`src/rtl/mfcc_feature_buffer.sv`:
```
// MFCC feature buffer: keeps the first NUM_CEPS DCT coefficients of each
// frame in a NUM_FRAMES-deep ring and streams the window on request.
module mfcc_feature_buffer #(
    parameter int Q_D        = 4,
    parameter int N          = 32,
    parameter int NUM_CEPS   = 13,
    parameter int NUM_FRAMES = 49
) (
    input  logic                  clk,
    input  logic                  rst,
    input  logic signed [Q_D-1:0] dct_in,
    input  logic                  dct_valid,
    input  logic                  start_readout,
    output logic signed [Q_D-1:0] feat_out,
    output logic                  feat_valid,
    input  logic                  feat_ready,
    output logic                  feat_last,
    output logic                  window_full,
    output logic                  frame_dropped
);

    localparam int DEPTH = NUM_FRAMES * NUM_CEPS;
    localparam int AW    = (DEPTH > 1) ? $clog2(DEPTH) : 1;
    localparam int KW    = (N > 1) ? $clog2(N) : 1;
    localparam int FW    = $clog2(NUM_FRAMES + 1);

    localparam logic [AW-1:0] A_LAST = AW'(DEPTH - 1);
    localparam logic [AW-1:0] A_STEP = AW'(NUM_CEPS);
    localparam logic [AW-1:0] A_TOP  = AW'(DEPTH - NUM_CEPS);
    localparam logic [KW-1:0] K_LAST = KW'(N - 1);
    localparam logic [FW-1:0] F_FULL = FW'(NUM_FRAMES);

    typedef enum logic [1:0] {S_WRITE, S_PEND, S_READ} state_t;

    state_t                r_state;
    logic [KW-1:0]         r_k;
    logic                  r_drop;
    logic [AW-1:0]         r_wr_base;
    logic [AW-1:0]         r_rd_addr;
    logic [AW-1:0]         r_rd_cnt;
    logic [FW-1:0]         r_fcnt;
    logic                  r_full;
    logic                  r_more;
    logic                  r_valid;
    logic                  r_last;
    logic signed [Q_D-1:0] r_out;
    logic signed [Q_D-1:0] r_mem [DEPTH];

    logic          w_k0;
    logic          w_enter;
    logic          w_drop;
    logic          w_k_last;
    logic          w_commit;
    logic          w_wr_en;
    logic          w_to_read;
    logic          w_accept;
    logic          w_load;
    logic [AW-1:0] w_wr_base_nxt;

    // A frame that starts while the window is (or is about to be) read is
    // discarded so the ring under readout is never overwritten.
    assign w_k0     = (r_k == '0);
    assign w_enter  = (r_state == S_WRITE) && start_readout && r_full && w_k0;
    assign w_drop   = w_k0 ? ((r_state == S_READ) || w_enter) : r_drop;
    assign w_k_last = dct_valid && (r_k == K_LAST);
    assign w_commit = w_k_last && !w_drop;
    assign w_wr_en  = dct_valid && !w_drop && (int'(r_k) < NUM_CEPS);

    assign w_wr_base_nxt = !w_commit ? r_wr_base :
                           (r_wr_base == A_TOP) ? '0 : r_wr_base + A_STEP;

    assign w_to_read = w_enter || ((r_state == S_PEND) && w_k_last);
    assign w_accept  = r_valid && feat_ready;
    assign w_load    = (r_state == S_READ) && r_more && (!r_valid || feat_ready);

    always_ff @(posedge clk) begin
        if (!rst && w_wr_en) begin
            r_mem[r_wr_base + AW'(r_k)] <= dct_in;
        end
    end

    always_ff @(posedge clk) begin
        if (rst) begin
            r_state   <= S_WRITE;
            r_k       <= '0;
            r_drop    <= 1'b0;
            r_wr_base <= '0;
            r_rd_addr <= '0;
            r_rd_cnt  <= '0;
            r_fcnt    <= '0;
            r_full    <= 1'b0;
            r_more    <= 1'b0;
            r_valid   <= 1'b0;
            r_last    <= 1'b0;
            r_out     <= '0;
        end else begin
            if (dct_valid) begin
                r_k <= (r_k == K_LAST) ? '0 : r_k + 1'b1;
                if (w_k0) r_drop <= w_drop;
            end
            r_wr_base <= w_wr_base_nxt;
            if (w_commit && (r_fcnt != F_FULL)) r_fcnt <= r_fcnt + 1'b1;
            if (w_commit && (r_fcnt == F_FULL - FW'(1))) r_full <= 1'b1;

            unique case (r_state)
                S_WRITE: if (start_readout && r_full)
                             r_state <= w_k0 ? S_READ : S_PEND;
                S_PEND:  if (w_k_last) r_state <= S_READ;
                S_READ:  if (w_accept && r_last) r_state <= S_WRITE;
                default: r_state <= S_WRITE;
            endcase

            // Oldest frame is the one the next commit would overwrite.
            if (w_to_read) begin
                r_rd_addr <= w_wr_base_nxt;
                r_rd_cnt  <= '0;
                r_more    <= 1'b1;
            end

            if (w_load) begin
                r_out     <= r_mem[r_rd_addr];
                r_valid   <= 1'b1;
                r_last    <= (r_rd_cnt == A_LAST);
                r_rd_addr <= (r_rd_addr == A_LAST) ? '0 : r_rd_addr + 1'b1;
                r_rd_cnt  <= r_rd_cnt + 1'b1;
                if (r_rd_cnt == A_LAST) r_more <= 1'b0;
            end else if (w_accept) begin
                r_valid <= 1'b0;
                r_last  <= 1'b0;
            end
        end
    end

    assign feat_out      = r_out;
    assign feat_valid    = r_valid;
    assign feat_last     = r_last;
    assign window_full   = r_full;
    assign frame_dropped = !rst && w_k_last && w_drop;

endmodule
```
`config.mk`:
```
export PLATFORM = sky130hd
export DESIGN_NAME = mfcc_feature_buffer
export DESIGN_NICKNAME = d
export VERILOG_FILES = /design/src/rtl/mfcc_feature_buffer.sv
export SDC_FILE = /design/constraint.sdc
export NUM_CORES = 2
export LEC_CHECK = 0
export BUFFER_PORTS_ARGS = -buffer_cell sky130_fd_sc_hd__buf_4
export CAP_MARGIN = 20
export CORE_MARGIN = 2
export CORE_UTILIZATION = 35
export CTS_CLUSTER_DIAMETER = 50
export CTS_CLUSTER_SIZE = 10
export DETAILED_ROUTE_END_ITERATION = 7
export PLACE_DENSITY_LB_ADDON = 0.1
export SYNTH_ARGS = -nofsm -noshare
export SYNTH_HDL_FRONTEND = slang
export SYNTH_SLANG_ARGS = --single-unit
```
`constraint.sdc`:
```
create_clock -name clk -period 7.3 [get_ports clk]
set_clock_uncertainty 0.15 [all_clocks]
set_input_delay 0.73 -clock clk [delete_from_list [all_inputs] [get_ports clk]]
set_output_delay 0.73 -clock clk [all_outputs]
set_load 0.005 [all_outputs]
```
==> impl_metrics.env <==
export IMPL_crit_path_cell_trace="buf_12, mux4_2, mux4_2, or4b_1, o21ai_1, a2111oi_1, nor4_1, o21ai_1"
export IMPL_ys_top_cells_by_count="edfxtp_1 (2,548), mux4_2 (637), nor2_1 (461)"
export IMPL_rr_startpoint="r_rd_addr[0]"
export IMPL_die_w_um=550
export IMPL_crit_path_start_kind="flop"
export IMPL_dr_pass1_iters=6
export IMPL_grt_start_max_net_pins=210
export IMPL_pwr_density_cell_mw_per_mm2=281
export IMPL_slowest_stage="dfxtp_4"
export IMPL_finalNetCount=5518
export IMPL_synthSimpleGateAreaFrac=0.0440
export IMPL_setup_violations=0
export IMPL_power_leakage_nw=35.7
export IMPL_drcViolationCount=0
export IMPL_grt_overflow=0
export IMPL_ant_nets=0
export IMPL_min_path_type="input port to flop"
export IMPL_worst_pin_slew_ns=1.25
export IMPL_worstPathArrival_ns=5.76
export IMPL_fin_crit_sh=0.703
export IMPL_htreeDepth=5
export IMPL_insertion_delay_ns=0.91
export IMPL_yosys_area_top_type="edfxtp_1"
export IMPL_cts_buffers=361
export IMPL_io_pins=17
export IMPL_setup_tns_ns=0
export IMPL_syn_avg_cell_area_um2=19.6
export IMPL_grtUsageTotal=0.221
export IMPL_status="finished clean"
export IMPL_reg2reg_depth=8
export IMPL_critPathTopFamily="simple AND/OR/NAND/NOR gates"
export IMPL_vias=54613
export IMPL_ys_seq_elements=2600
export IMPL_initialDrtViolationCount=6139
export IMPL_fillers=26338
export IMPL_synthAdderAreaFrac=0.00223
export IMPL_drive_gt1_frac=0.253
export IMPL_cp_max_fo=66
export IMPL_rrSetupSlack_ns=2.16
export IMPL_core_area_mm2=0.297
export IMPL_drv_slew=0
export IMPL_cts_buffer_depth=4
export IMPL_pwr_share_seq=0.484
export IMPL_intPower_w=0.0269
export IMPL_routed_wl_um=337000
export IMPL_io_buffer_count=16
export IMPL_holdPathStages=1
export IMPL_max_freq_mhz=195
export IMPL_peakVddDrop_mv=0.183
export IMPL_routedWlPerCell_um=34.9
export IMPL_synth_top_family_by_area="multiplexers"
export IMPL_p_clk_frac=0.507
export IMPL_postSynth_asyncResetShare=0
export IMPL_synth_mux_area_frac=0.159
export IMPL_grt_setup_unrepaired="no"
export IMPL_end_kind="flop"
export IMPL_synth_most_common_cell="edfxtp_1"
export IMPL_num_rows=200
export IMPL_p_switching_w=0.00697
export IMPL_die_area_mm2=0.302
export IMPL_yosys_top_cells_area="edfxtp_1 (73%), mux4_2 (14%), mux2i_1 (1.9%)"
export IMPL_drt_vias_per_instance=5.65
export IMPL_holdWs_ns=0.177
export IMPL_finalHoldViolCount=0
export IMPL_cts_setup_buffers=0
export IMPL_r2r_end="feat_out[0]"
export IMPL_syn_inst=5329
export IMPL_min_delay_start="dct_in[0]"
export IMPL_cts_tree="yes"
export IMPL_worstSetupPathType="flop to flop"
export IMPL_hpwl_um=201000
export IMPL_fin_crit_ns=5.14
export IMPL_combinationalPowerShare=0.009
export IMPL_fp_dieH_um=550
export IMPL_syn_to_final_growth_pct=15.8
export IMPL_synth_area_mm2=0.104
export IMPL_maxSlewHeadroom=0.158
export IMPL_cts_sinks=2600
export IMPL_synth_edf_count=2548
export IMPL_synth_fp_nets=5356
export IMPL_pre_cts_slack_ns=2.11
export IMPL_fin_cells=9660
export IMPL_synth_cell_type_count=89
export IMPL_cp_data_required_time_ns=7.92
export IMPL_grt_pass1_vias=56140
export IMPL_layout_setup_ws_ns=2.16
export IMPL_root_buffer="clkbuf_16"
export IMPL_synth_top_area_frac=0.734
export IMPL_max_stage_delay_ns=0.94
export IMPL_yosys_most_used_dff="edfxtp_1"
export IMPL_seq_area_frac_synth=0.744
export IMPL_antenna_found_initial=17
export IMPL_whs_endpoint="r_mem[90][0]"
export IMPL_synth_compound_area_share=0.0264
export IMPL_dp_cells=9062
export IMPL_clk_pin_slew_worst_paths_ns=0.06
export IMPL_path_buf_inv=1
export IMPL_p_sw_frac=0.206
export IMPL_yosys_warnings=0
export IMPL_grt_first_pass_wirelength_um=467000
export IMPL_maxCapViolations=0
export IMPL_start_util=0.351
export IMPL_place_congestion=0.815
export IMPL_synth_xor_area_frac=0.00235
[worst max-delay path by stage]
| stage | start | end | cells past startpoint |
|---|---|---|---|
| after floorplan | r_wr_base[0] | r_mem[200][0] | 12 |
| after global placement | r_rd_addr[0] | feat_out[2] | 9 |
| after detailed placement | r_rd_addr[0] | feat_out[0] | 8 |
| after CTS | r_rd_addr[0] | feat_out[0] | 8 |
| after global routing | r_k[0] | r_mem[471][2] | 12 |
| final | r_rd_addr[0] | feat_out[0] | 8 |
[routing by layer]
layer	up-vias	part of all wire	GRT usage
met1	29787	0.44	0.316
met2	2095	0.47	0.347
met3	463	0.071	0.0415
met4	0	0.027	0.0615
li1	22268	-	-
met5	-	0	0
[cell type report]
class | count | area [um^2] | share of cell area
sequential | 2600 | 77600 | 0.643
tap | 3939 | 4930 | 0.0408
clock inverter | 186 | 2240 | 0.0186
inverter | 22 | 87.6 | 0.000726
timing repair buffer | 192 | 1790 | 0.0148
antenna | 5 | 12.5 | 0.000104
clock buffer | 402 | 9310 | 0.0772
multi-input combinational | 2314 | 24700 | 0.205
[repair_timing]
| action | CTS | global route |
|---|---|---|
| resized for setup | 0 | 0 |
| hold endpoints to repair | 12 | 0 |
| hold buffers | 4 | 0 |
[stage by stage]
step	cell area [um^2]	total power (W)	util
finish	121000	0.0339	0.407
global route	121000	0.0348	0.407
CTS	121000	0.0342	0.407
detailed placement	109000	0.0170	0.368
global placement	109000	0.0170	0.368
floorplan	104000	0.0167	-
[cell usage in the layout, fill, tap and decap left out, drive strengths merged, types with 11 or more instances in the layout]
cell / Yosys / final
buf: 176 / 187
a21oi: 67 / 67
nor4: 11 / 11
a221oi: 19 / 19
o22ai: 36 / 36
a31oi: 15 / 15
mux4: 637 / 637
a211oi: 19 / 19
a22oi: 60 / 60
dfxtp: 52 / 52
clkinvlp: 0 / 19
nor3: 287 / 287
ha: 17 / 17
o2111ai: 17 / 17
clkbuf: 217 / 402
edfxtp: 2548 / 2548
and3: 11 / 11
mux2: 19 / 19
bufinv: 0 / 37
nor2: 462 / 462
nand2: 137 / 137
o21ai: 45 / 45
inv: 22 / 45
mux2i: 203 / 203
nor2b: 17 / 17
o31ai: 12 / 12
clkinv: 0 / 107
xor2: 13 / 13
nand3: 26 / 26
xnor2: 15 / 15
[power by group through the flow]
stage,Sequential [W],Clock (W),Combinational (W)
after global placement,0.0167,0,0.000309
after global routing,0.0164,0.0180,0.000335
final,0.0164,0.0172,0.000307
after floorplan,0.0167,0,0.0000219
after CTS,0.0164,0.0174,0.000315
after detailed placement,0.0167,0,0.000316
[state kept, by name, indices dropped and copies added (netlist names)]
| signal | flops |
|---|---|
| feat_last | 1 |
| feat_out | 4 |
| feat_valid | 1 |
| r_drop | 1 |
| r_fcnt | 6 |
| r_k | 5 |
| r_mem | 2548 |
| r_more | 1 |
| r_rd_addr | 10 |
| r_rd_cnt | 10 |
| r_state | 2 |
| r_wr_base | 10 |
| window_full | 1 |
[logic make-up (layout without fill, tap and decap cells)]
family          count (synthesis)  count (layout)
compound gates                388             388
flops                        2600            2600
simple gates                 1021            1021
buf+inv                       415             802
fa+ha+maj                      18              18
xor+xnor                       28              28
other cells                     0               5
mux                           859             859
[worst reg2reg max path: cells and delay by family (launching register included)]
family | cells | cell delay (ns)
AND/OR/NAND/NOR | 2 | 1.35
flip-flops | 1 | 0.94
multiplexers | 2 | 1.30
buffers and inverters | 1 | 0.57
AO/OA/AOI/OAI | 3 | 0.67
(Power assumes the default switching activity.)
